--- config.mk ---
export PLATFORM = sky130hd
export DESIGN_NAME = gigatron_uart_tx
export DESIGN_NICKNAME = d
export VERILOG_FILES = /design/src/rtl/gigatron_uart_tx_pkg.sv /design/src/rtl/gigatron_uart_tx_fifo.sv /design/src/rtl/gigatron_uart_tx.sv
export SDC_FILE = /design/constraint.sdc
export NUM_CORES = 1
export LEC_CHECK = 0
export ABC_AREA = 1
export CAP_MARGIN = 25
export CORE_MARGIN = 3
export CORE_UTILIZATION = 59
export DETAILED_ROUTE_END_ITERATION = 10
export HOLD_SLACK_MARGIN = 0.08
export PLACE_DENSITY = 0.82
export SYNTH_ARGS = -nofsm -noshare
export SYNTH_HDL_FRONTEND = slang
export SYNTH_HIERARCHICAL = 1
export SYNTH_SLANG_ARGS = --single-unit
--- constraint.sdc ---
create_clock -name CLOCK_50 -period 2.65 [get_ports CLOCK_50]
set_input_delay 0.53 -clock CLOCK_50 [delete_from_list [all_inputs] [get_ports CLOCK_50]]
set_output_delay 0.53 -clock CLOCK_50 [all_outputs]
set_load 0.05 [all_outputs]
--- src/rtl/gigatron_uart_tx_pkg.sv ---
// Shared types for the Gigatron UART transmitter.
// Holds the transmitter FSM encoding and the baud divider helper.
package gigatron_uart_tx_pkg;

    typedef enum logic [1:0] {
        ST_IDLE  = 2'd0,
        ST_START = 2'd1,
        ST_DATA  = 2'd2,
        ST_STOP  = 2'd3
    } tx_state_e;

    function automatic int baud_div(input int clk_hz, input int baud);
        return clk_hz / baud;
    endfunction

endpackage

--- src/rtl/gigatron_uart_tx_fifo.sv ---
// Small synchronous byte FIFO between the byte capture and the serialiser.
// Occupancy lives in its own counter; pointers just wrap.
module gigatron_uart_tx_fifo #(
    parameter int DEPTH = 4,
    parameter int AW    = $clog2(DEPTH)
) (
    input  logic          clk,
    input  logic          rst_n,
    input  logic          push,
    input  logic          pop,
    input  logic [7:0]    din,
    output logic [7:0]    dout,
    output logic [AW:0]   count,
    output logic          full,
    output logic          empty
);

    logic [7:0]    mem_q [DEPTH];
    logic [AW-1:0] wr_ptr_q, wr_ptr_d;
    logic [AW-1:0] rd_ptr_q, rd_ptr_d;
    logic [AW:0]   count_q, count_d;
    logic          wr_en;
    logic          rd_en;

    // A push into a full FIFO still fits when a pop frees a slot this cycle.
    always_comb begin
        rd_en    = pop & ~empty;
        wr_en    = push & (~full | rd_en);
        wr_ptr_d = wr_ptr_q + AW'(wr_en);
        rd_ptr_d = rd_ptr_q + AW'(rd_en);
        count_d  = count_q + (AW+1)'(wr_en) - (AW+1)'(rd_en);
    end

    // Pointer and occupancy state.
    always_ff @(posedge clk or negedge rst_n) begin
        if (!rst_n) begin
            wr_ptr_q <= '0;
            rd_ptr_q <= '0;
            count_q  <= '0;
        end else begin
            wr_ptr_q <= wr_ptr_d;
            rd_ptr_q <= rd_ptr_d;
            count_q  <= count_d;
        end
    end

    // Storage array needs no reset; occupancy guards every read.
    always_ff @(posedge clk) begin
        if (wr_en) mem_q[wr_ptr_q] <= din;
    end

    assign dout  = mem_q[rd_ptr_q];
    assign count = count_q;
    assign full  = (count_q == (AW+1)'(DEPTH));
    assign empty = (count_q == '0);

endmodule

--- src/rtl/gigatron_uart_tx.sv ---
// Captures bytes from the HSYNC/VSYNC decoder and sends them as 8N1 UART.
// Edge-detects txready, queues bytes, and shifts them out back to back.
module gigatron_uart_tx
    import gigatron_uart_tx_pkg::*;
#(
    parameter int CLK_HZ     = 50000000,
    parameter int BAUD       = 115200,
    parameter int FIFO_DEPTH = 4
) (
    input  logic                          CLOCK_50,
    input  logic                          reset_n,
    input  logic [7:0]                    txdata,
    input  logic                          txready,
    output logic                          uart_txd,
    output logic                          busy,
    output logic                          overflow,
    output logic [$clog2(FIFO_DEPTH):0]   fifo_count
);

    localparam int DIV = baud_div(CLK_HZ, BAUD);
    localparam int CW  = (DIV > 1) ? $clog2(DIV) : 1;
    localparam int AW  = $clog2(FIFO_DEPTH);

    tx_state_e   state_q, state_d;
    logic [CW-1:0] baud_q, baud_d;
    logic [2:0]  bit_q, bit_d;
    logic [7:0]  shift_q, shift_d;
    logic        txd_q, txd_d;
    logic        ovf_q, ovf_d;
    logic        txready_q;
    logic        push;
    logic        pop;
    logic        last;
    logic [7:0]  fifo_dout;
    logic        fifo_full;
    logic        fifo_empty;

    assign push = txready & ~txready_q;
    assign last = (baud_q == CW'(DIV - 1));

    gigatron_uart_tx_fifo #(
        .DEPTH (FIFO_DEPTH)
    ) u_fifo (
        .clk   (CLOCK_50),
        .rst_n (reset_n),
        .push  (push),
        .pop   (pop),
        .din   (txdata),
        .dout  (fifo_dout),
        .count (fifo_count),
        .full  (fifo_full),
        .empty (fifo_empty)
    );

    // State register plus serialiser datapath.
    always_ff @(posedge CLOCK_50 or negedge reset_n) begin
        if (!reset_n) begin
            state_q   <= ST_IDLE;
            baud_q    <= '0;
            bit_q     <= '0;
            shift_q   <= '0;
            txd_q     <= 1'b1;
            ovf_q     <= 1'b0;
            txready_q <= 1'b0;
        end else begin
            state_q   <= state_d;
            baud_q    <= baud_d;
            bit_q     <= bit_d;
            shift_q   <= shift_d;
            txd_q     <= txd_d;
            ovf_q     <= ovf_d;
            txready_q <= txready;
        end
    end

    // Next state: pop in IDLE, or at the last STOP clock to chain frames.
    always_comb begin
        state_d = state_q;
        baud_d  = baud_q + 1'b1;
        bit_d   = bit_q;
        shift_d = shift_q;
        pop     = 1'b0;
        unique case (state_q)
            ST_IDLE: begin
                baud_d = '0;
                if (!fifo_empty) begin
                    pop     = 1'b1;
                    shift_d = fifo_dout;
                    state_d = ST_START;
                end
            end
            ST_START: begin
                if (last) begin
                    baud_d  = '0;
                    bit_d   = '0;
                    state_d = ST_DATA;
                end
            end
            ST_DATA: begin
                if (last) begin
                    baud_d  = '0;
                    shift_d = {1'b0, shift_q[7:1]};
                    if (bit_q == 3'd7) state_d = ST_STOP;
                    else bit_d = bit_q + 3'd1;
                end
            end
            ST_STOP: begin
                if (last) begin
                    baud_d = '0;
                    if (!fifo_empty) begin
                        pop     = 1'b1;
                        shift_d = fifo_dout;
                        state_d = ST_START;
                    end else begin
                        state_d = ST_IDLE;
                    end
                end
            end
            default: state_d = ST_IDLE;
        endcase
    end

    // Outputs: line level is registered so the pin never glitches.
    always_comb begin
        txd_d = 1'b1;
        unique case (state_q)
            ST_START: txd_d = 1'b0;
            ST_DATA:  txd_d = shift_q[0];
            default:  txd_d = 1'b1;
        endcase
        ovf_d = ovf_q | (push & fifo_full & ~pop);
    end

    assign uart_txd = txd_q;
    assign overflow = ovf_q;
    assign busy     = (state_q != ST_IDLE) | (fifo_count != '0);

    logic unused_aw;
    assign unused_aw = ^AW;

endmodule
==> results.cfg, run 1 <==
[synthesis]
synth_compound_area_share_pct = 6.97
synthesis.area_sq_mm = 0.00307
yosysWarningCount = 6
cell_type_with_the_largest_total_area_after_synthesis = sky130_fd_sc_hd__edfxtp_1
synth.avg_cell_area_sq_um = 9.74
proportion_of_synthesized_area_in_mux_cells_pct = 0
adder_and_majority_gate_portion_of_the_synthesized_area_pct = 5.95
synthDistinctLibCells = 29
yosys_reg_bits = 64
post_synth_inst_count = 315
synthDominantCellAreaShare_pct = 31.3
synth_fp_nets = 340
synth-simple-area-share_pct = 20.7
synthTopCellsByArea = sky130_fd_sc_hd__edfxtp_1 31%, sky130_fd_sc_hd__dfrtp_1 25%, sky130_fd_sc_hd__nand2_1 12%
synth_top_family_by_area = simple AND/OR/NAND/NOR gates
synth_sequential_area_ratio_pct = 57.5
xor_xnor_share_of_the_synthesized_area_pct = 1.43

[power_and_ir_drop]
pwr-share-clk_pct = 35.7
p_int_mw = 1.81
power_mw = 2.50
power-per-cell-area_mw_per_mm2 = 713
pwr-share-comb_pct = 16.1
leakagePower_nw = 1.67
power_frac_seq_pct = 48.2
switchingPower_mw = 0.687
power.share.switching_pct = 27.5
peak_supply_drop_mv = 0.545

[drt]
drc_errors = 0
wire_per_inst_microns = 13.0
final_antenna_net_count = 0
1st_pass_router_iterations = 4
post_drt_via_cell_ratio = 5.06
iteration_0_drc_count_of_the_detailed_router = 142
routed_wl_microns = 5370
num_vias = 2090

[worst_setup_path]
end_kind = register
critical_path.top_delay_family = simple AND/OR/NAND/NOR gates
critPathRequiredTime_ns = 2.89
critical_path_peak_fanout = 5
crit_chain = nor2_1, nand2_1, inv_1, nor2_1, nand3_1, nand2_1, nand2_1, inv_1, nand3b_1, nand2_1, ha_1, fa_1, xnor2_1
max_stage_delay_ns = 0.43
critPathKind = reg2reg
crit_path_start_kind = register
cp_buf_inv_count = 2
worst_ep_arrival_time_ns = 2.60
worst_path_max_delay_cell = sky130_fd_sc_hd__dfrtp_1
most_repeated_library_cell_on_the_critical_path = sky130_fd_sc_hd__nand2_1

[cells_and_area]
layout-drive-gt1-share_pct = 8.67
area_growth_syn_to_layout_pct = 14.2
finalInstanceArea_sq_mm = 0.00350
n_antenna_cell = 0
nets = 366
postLayoutCoreUtil_pct = 71.8
fillCellCount = 340

[floorplan]
start_util_pct = 62.9
die_height_microns = 78.1
core_region_area_sq_mm = 0.00488
i_o_pin_cnt = 17
fp-row-count = 25
die_x_microns = 78.1
die_area_sq_mm = 0.00610

[grt]
globalRoute.totalOverflow = 0
grt_max_degree = 33
grt.total_usage_pct = 20.3
grt_antenna_before_repair = 0
global_route_wire_length_before_repair_microns = 9490
first_global_vias = 2067

[timing]
max_freq_mhz = 424
final_min_period_over_clock_period_pct = 89.0
finalClockSkew_ns = 0.00879
max_slew.worst_pin.slew_ns = 0.597
rsz0062_at_grt = false
report.final.slew_viol_count = 0
timing.final.ws_setup_ns = 0.290
period_needed_ns = 2.36
tns_ns = 0
hold_viol = 0
slew-limit-headroom_pct = 60.2
final_setup_violation_count = 0

[placed_design]
dpl-instance-area_sq_mm = 0.00329
hpwlAfterDp_microns = 3650
dp_worst_slack_ns = 0.350
gpl_wtd_cong = 0.803
place.port_buffers = 16

[clock_network]
clk-insertion-delay-late_ns = 0.35
cts_inserted_buffers = 9
cts-htree-levels = 3
clkSlewWorstSetupHoldPaths_ns = 0.07
clock_tree.buffer_depth = 2
clock-sinks = 64
postCtsSetupRepairBufs = 0
cts.root.buffer_cell = sky130_fd_sc_hd__clkbuf_8
cts_tree = built

[status]
status = complete, no violations

[min_path]
min_path_type = reg2reg

[run]
max_cap_violations = 0
[Yosys cell counts]
master / number
sky130_fd_sc_hd__nand3_1: 14
sky130_fd_sc_hd__nor2_2: 1
sky130_fd_sc_hd__nor2_4: 1
sky130_fd_sc_hd__a21oi_4: 1
sky130_fd_sc_hd__nand2_2: 1
sky130_fd_sc_hd__dfstp_2: 1
sky130_fd_sc_hd__edfxtp_1: 32
sky130_fd_sc_hd__nand3b_1: 3
sky130_fd_sc_hd__inv_1: 43
sky130_fd_sc_hd__a21oi_2: 1
sky130_fd_sc_hd__nand2_1: 96
sky130_fd_sc_hd__dfrtp_1: 31
sky130_fd_sc_hd__o21ai_0: 9
sky130_fd_sc_hd__nand4_1: 2
sky130_fd_sc_hd__o21ai_1: 3
sky130_fd_sc_hd__nor3_2: 1
sky130_fd_sc_hd__buf_4: 3
sky130_fd_sc_hd__o211ai_1: 9
sky130_fd_sc_hd__fa_1: 1
sky130_fd_sc_hd__nand2_4: 2
sky130_fd_sc_hd__nor3_1: 4
sky130_fd_sc_hd__a21oi_1: 9
sky130_fd_sc_hd__xnor2_1: 2
sky130_fd_sc_hd__buf_6: 4
sky130_fd_sc_hd__o21ai_4: 1
sky130_fd_sc_hd__ha_1: 13
sky130_fd_sc_hd__nor2_1: 23
sky130_fd_sc_hd__xor2_1: 3
sky130_fd_sc_hd__nor3b_1: 1
[worst reg2reg max path: cells and delay by family (launching register included)]
kind | cells | cell delay, ns
buffers and inverters | 2 | 0.25
adder cells (fa/ha/maj) | 2 | 0.57
XOR/XNOR | 1 | 0.14
flip-flops | 1 | 0.43
AND/OR/NAND/NOR | 8 | 0.86
[final timing paths]
path                       depth (start not counted)  slack (ns)                   endpoint                 startpoint
setup / recovery                                  13        0.29  u_fifo/count[2]$_DFF_PN0_  u_fifo/count[1]$_DFF_PN0_
setup reg to reg                                  13        0.29  u_fifo/count[2]$_DFF_PN0_  u_fifo/count[1]$_DFF_PN0_
min in group asynchronous                          2        0.58  u_fifo/count[1]$_DFF_PN0_                    reset_n
hold reg to reg                                    2        0.46         overflow$_DFF_PN0_         overflow$_DFF_PN0_
hold / removal                                     2        0.46         overflow$_DFF_PN0_         overflow$_DFF_PN0_
max in group asynchronous                          2        1.75         uart_txd$_DFF_PN1_                    reset_n
[per-layer routing]
| layer | up-vias | global-route usage [%] | wire [microns] |
|---|---|---|---|
| met4 | 0 | 11.9 | 115 |
| met3 | 15 | 5.16 | 318 |
| met5 | - | 0 | 0 |
| li1 | 1069 | - | - |
| met2 | 56 | 33.3 | 2580 |
| met1 | 950 | 24.3 | 2360 |
[registers in the layout, indices dropped and copies added, names as in the netlist]
register	flops
u_fifo/mem_q	32
baud_q	9
shift_q	8
bit_q	3
u_fifo/count	3
state_q	2
u_fifo/rd_ptr_q	2
u_fifo/wr_ptr_q	2
overflow	1
txready_q	1
uart_txd	1
[logic make-up (layout without fill, tap and decap cells)]
logic type / count (synthesis) / after routing
AO/OA/AOI/OAI: 33 / 33
AND/OR/NAND/NOR: 149 / 149
flip-flops: 64 / 64
XOR/XNOR: 5 / 5
adder cells (fa/ha/maj): 14 / 14
buffers and inverters: 50 / 81
[power by group through the flow]
stage	logic (mW)	registers [mW]	clock network [mW]
2_1_floorplan	0.177	1.29	0
3_3_place_gp	0.384	1.22	0
3_5_place_dp	0.400	1.22	0
4_1_cts	0.408	1.20	0.907
5_1_grt	0.442	1.22	0.944
6_report	0.402	1.20	0.893
[through the flow]
| step | hold slack, ns | instances |
|---|---|---|
| final | 0.463 | 413 |
| after global routing | 0.510 | 413 |
| after detailed placement | 0.449 | 397 |
| after floorplan | 0.234 | 315 |
| after global placement | 0.446 | 397 |
| after CTS | 0.467 | 413 |
[repair_timing]
action / CTS / global route
setup endpoints to repair: 0 / 1
hold buffers: 0 / 0
resized for setup: 0 / 1
[placed cells by master (no fill, tap or decap), types with 2 or more instances in the layout]
| cell | count |
|---|---|
| sky130_fd_sc_hd__a21oi_1 | 9 |
| sky130_fd_sc_hd__clkbuf_8 | 9 |
| sky130_fd_sc_hd__o211ai_1 | 9 |
| sky130_fd_sc_hd__xnor2_1 | 2 |
| sky130_fd_sc_hd__o21ai_1 | 3 |
| sky130_fd_sc_hd__nor3_1 | 4 |
| sky130_fd_sc_hd__edfxtp_1 | 32 |
| sky130_fd_sc_hd__o21ai_0 | 9 |
| sky130_fd_sc_hd__nand2_1 | 96 |
| sky130_fd_sc_hd__nor2_1 | 23 |
| sky130_fd_sc_hd__nand3_1 | 14 |
| sky130_fd_sc_hd__xor2_1 | 3 |
| sky130_fd_sc_hd__buf_4 | 6 |
| sky130_fd_sc_hd__dfrtp_1 | 31 |
| sky130_fd_sc_hd__nand4_1 | 2 |
| sky130_fd_sc_hd__bufinv_16 | 2 |
| sky130_fd_sc_hd__ha_1 | 13 |
| sky130_fd_sc_hd__inv_1 | 43 |
| sky130_fd_sc_hd__clkdlybuf4s50_1 | 15 |
| sky130_fd_sc_hd__nand2_4 | 2 |
| sky130_fd_sc_hd__nand3b_1 | 3 |
| sky130_fd_sc_hd__clkinvlp_4 | 2 |
[layout make-up]
class | instances | area, sq um | share of cell area, %
sequential | 64 | 1760 | 50.3
multi-input combinational | 201 | 1080 | 30.7
timing repair buffer | 22 | 208 | 5.93
inverter | 43 | 161 | 4.61
clock buffer | 10 | 128 | 3.64
clock inverter | 6 | 83.8 | 2.39
tap | 67 | 83.8 | 2.39
Note: power is estimated with default switching activity, not from simulation.
==> run 2, diff against run 1 <==
--- a/config.mk
+++ b/config.mk
@@ -6,12 +6,12 @@
 export NUM_CORES = 1
 export LEC_CHECK = 0
 export ABC_AREA = 1
-export CAP_MARGIN = 25
 export CORE_MARGIN = 3
 export CORE_UTILIZATION = 59
 export DETAILED_ROUTE_END_ITERATION = 10
 export HOLD_SLACK_MARGIN = 0.08
 export PLACE_DENSITY = 0.82
+export REMOVE_ABC_BUFFERS = 1
 export SYNTH_ARGS = -nofsm -noshare
 export SYNTH_HDL_FRONTEND = slang
 export SYNTH_HIERARCHICAL = 1
==> results.cfg, run 2 (synthesized netlist as in run 1, its figures left out) <==
[placed_design]
dp_worst_slack_ns = 0.368
place.port_buffers = 16
dpl-instance-area_sq_mm = 0.00328
hpwlAfterDp_microns = 3550
gpl_wtd_cong = 0.795
placedCellCount = 396

[timing]
report.final.slew_viol_count = 0
timing.final.ws_setup_ns = 0.361
max_slew.worst_pin.slew_ns = 0.911
rsz0062_at_grt = false
hold_viol = 0
tns_ns = 0
slew-limit-headroom_pct = 39.2
final_setup_violation_count = 0
max_freq_mhz = 437
final_min_period_over_clock_period_pct = 86.4
finalClockSkew_ns = 0.00881
period_needed_ns = 2.29

[drt]
num_vias = 2046
1st_pass_router_iterations = 4
iteration_0_drc_count_of_the_detailed_router = 124
wire_per_inst_microns = 12.5
routed_wl_microns = 5140
drc_errors = 0
final_antenna_net_count = 0
post_drt_via_cell_ratio = 4.97

[worst_setup_path]
ff2ff_path_depth = 13
critPathKind = reg2reg
crit_chain = nor2_1, nand2_1, inv_1, nor2_1, nand3_1, nand2_1, nand2_1, inv_1, nand3b_1, nand2_1, ha_1, fa_1, xnor2_1
crit-reg2reg-capture = u_fifo/count[2]$_DFF_PN0_
critical_path_peak_fanout = 5
crit_path_start_kind = register
critPathRequiredTime_ns = 2.89
cp_buf_inv_count = 2
worst_ep_arrival_time_ns = 2.53
end_kind = register
most_repeated_library_cell_on_the_critical_path = sky130_fd_sc_hd__nand2_1
ff_to_ff_start = u_fifo/count[1]$_DFF_PN0_
worst_path_max_delay_cell = sky130_fd_sc_hd__dfrtp_1
critical_path.top_delay_family = simple AND/OR/NAND/NOR gates
max_stage_delay_ns = 0.42
setup.reg_to_reg.worst_slack_ns = 0.36
critical_path_cell_count = 13

[run]
max_cap_violations = 0

[clock_network]
cts_tree = built
cts.root.buffer_cell = sky130_fd_sc_hd__clkbuf_8
cts_inserted_buffers = 9
clkSlewWorstSetupHoldPaths_ns = 0.07
cts-htree-levels = 3
clk-insertion-delay-late_ns = 0.35
clock-sinks = 64
clock_tree.buffer_depth = 2
hold_buffers = 0

[cells_and_area]
largest_register_ff_count = 32
multi_input_comb_area_sq_mm = 0.00108
finalInstanceArea_sq_mm = 0.00351
layout_common_cells = 96 x sky130_fd_sc_hd__nand2_1, 43 x sky130_fd_sc_hd__inv_1, 32 x sky130_fd_sc_hd__edfxtp_1
layoutNonFillerInstCount = 412
layout-drive-gt1-share_pct = 8.99
n_antenna_cell = 0
area.sequential_sq_mm = 0.00176
register_bank_with_the_most_flops = u_fifo/mem_q
layout.cells.most_common = sky130_fd_sc_hd__nand2_1
fillCellCount = 379
area_growth_syn_to_layout_pct = 14.4
reg.largest.list = u_fifo/mem_q (32), baud_q (9), shift_q (8)
nets = 365

[floorplan]
start_util_pct = 62.9
core_region_area_sq_mm = 0.00488
die_height_microns = 78.1
die_area_sq_mm = 0.00610
die_x_microns = 78.1
i_o_pin_cnt = 17
fp-row-count = 25

[status]
status = complete, no violations

[grt]
first_global_vias = 1992
globalRoute.totalOverflow = 0
global_route_wire_length_before_repair_microns = 9160
grt.total_usage_pct = 19.6
grt_max_degree = 34
grt_antenna_before_repair = 0

[power_and_ir_drop]
leakagePower_nw = 1.67
peak_supply_drop_mv = 0.645
power-per-cell-area_mw_per_mm2 = 725

[min_path]
hold_depth = 2
min_path_type = reg2reg
worst_hold_startpoint = overflow$_DFF_PN0_
min_delay_worst_endpoint = overflow$_DFF_PN0_
## run 2: cell count changes in the layout (fill, tap and decap cells not counted)
cell	change
sky130_fd_sc_hd__clkinv_2	-1
sky130_fd_sc_hd__clkinv_4	+1
sky130_fd_sc_hd__clkinvlp_4	-1
sky130_fd_sc_hd__inv_6	+3
sky130_fd_sc_hd__clkinv_1	-1
sky130_fd_sc_hd__clkbuf_1	-1
sky130_fd_sc_hd__buf_4	-1
## run 2: layer usage
metal | track usage [%] | part of all wire [%] | vias up
met5 | 0 | 0 | -
met3 | 6.08 | 4.9 | 9
li1 | - | - | 1068
met2 | 30.2 | 48 | 44
met1 | 25.1 | 45 | 925
met4 | 10.1 | 1.9 | 0
## run 2: worst max path at each step
| stage | startpoint | slack (ns) | end |
|---|---|---|---|
| 3_3_place_gp | txready | 0.40 | u_fifo/count[2]$_DFF_PN0_ |
| 4_1_cts | state_q[0]$_DFFE_PN0P_ | 0.07 | busy |
| 5_1_grt | u_fifo/count[1]$_DFF_PN0_ | 0.11 | u_fifo/count[2]$_DFF_PN0_ |
| 6_report | u_fifo/count[1]$_DFF_PN0_ | 0.36 | u_fifo/count[2]$_DFF_PN0_ |
| 3_5_place_dp | txready | 0.37 | u_fifo/count[2]$_DFF_PN0_ |
| 2_1_floorplan | u_fifo/count[1]$_DFF_PN0_ | 0.29 | u_fifo/count[2]$_DFF_PN0_ |
## run 2: stage by stage
| stage | power [mW] | hold slack [ns] | utilization, % |
|---|---|---|---|
| 2_1_floorplan | 1.47 | 0.234 | - |
| 3_3_place_gp | 1.60 | 0.449 | 67.3 |
| 3_5_place_dp | 1.62 | 0.449 | 67.3 |
| 4_1_cts | 2.57 | 0.469 | 71.9 |
| 5_1_grt | 2.66 | 0.507 | 71.9 |
| 6_report | 2.54 | 0.464 | 71.9 |
## run 2: power by group
group / leakage, nW / switching [mW] / internal, mW
logic: 0.885 / 0.255 / 0.141
registers: 0.676 / 0.0583 / 1.14
clock network: 0.111 / 0.406 / 0.540
total: 1.67 / 0.720 / 1.82
## run 2: layout make-up
cell class | count | area share [%]
Timing Repair Buffer | 21 | 5.70
Tap cell | 67 | 2.39
Sequential cell | 64 | 50.2
Inverter | 43 | 4.60
Multi-Input combinational cell | 201 | 30.6
Clock buffer | 9 | 3.53
Clock inverter | 7 | 2.92
## run 2: worst min-delay path: cells and delay by family (launching register included)
| kind | cells | cell delay (ns) |
|---|---|---|
| buf+inv | 1 | 0.04 |
| flops | 1 | 0.35 |
| simple gates | 1 | 0.05 |
## run 2: timing repair
action,CTS,global route
endpoints found under the setup margin,0,1
resized for setup,0,1
buffers inserted,0,0
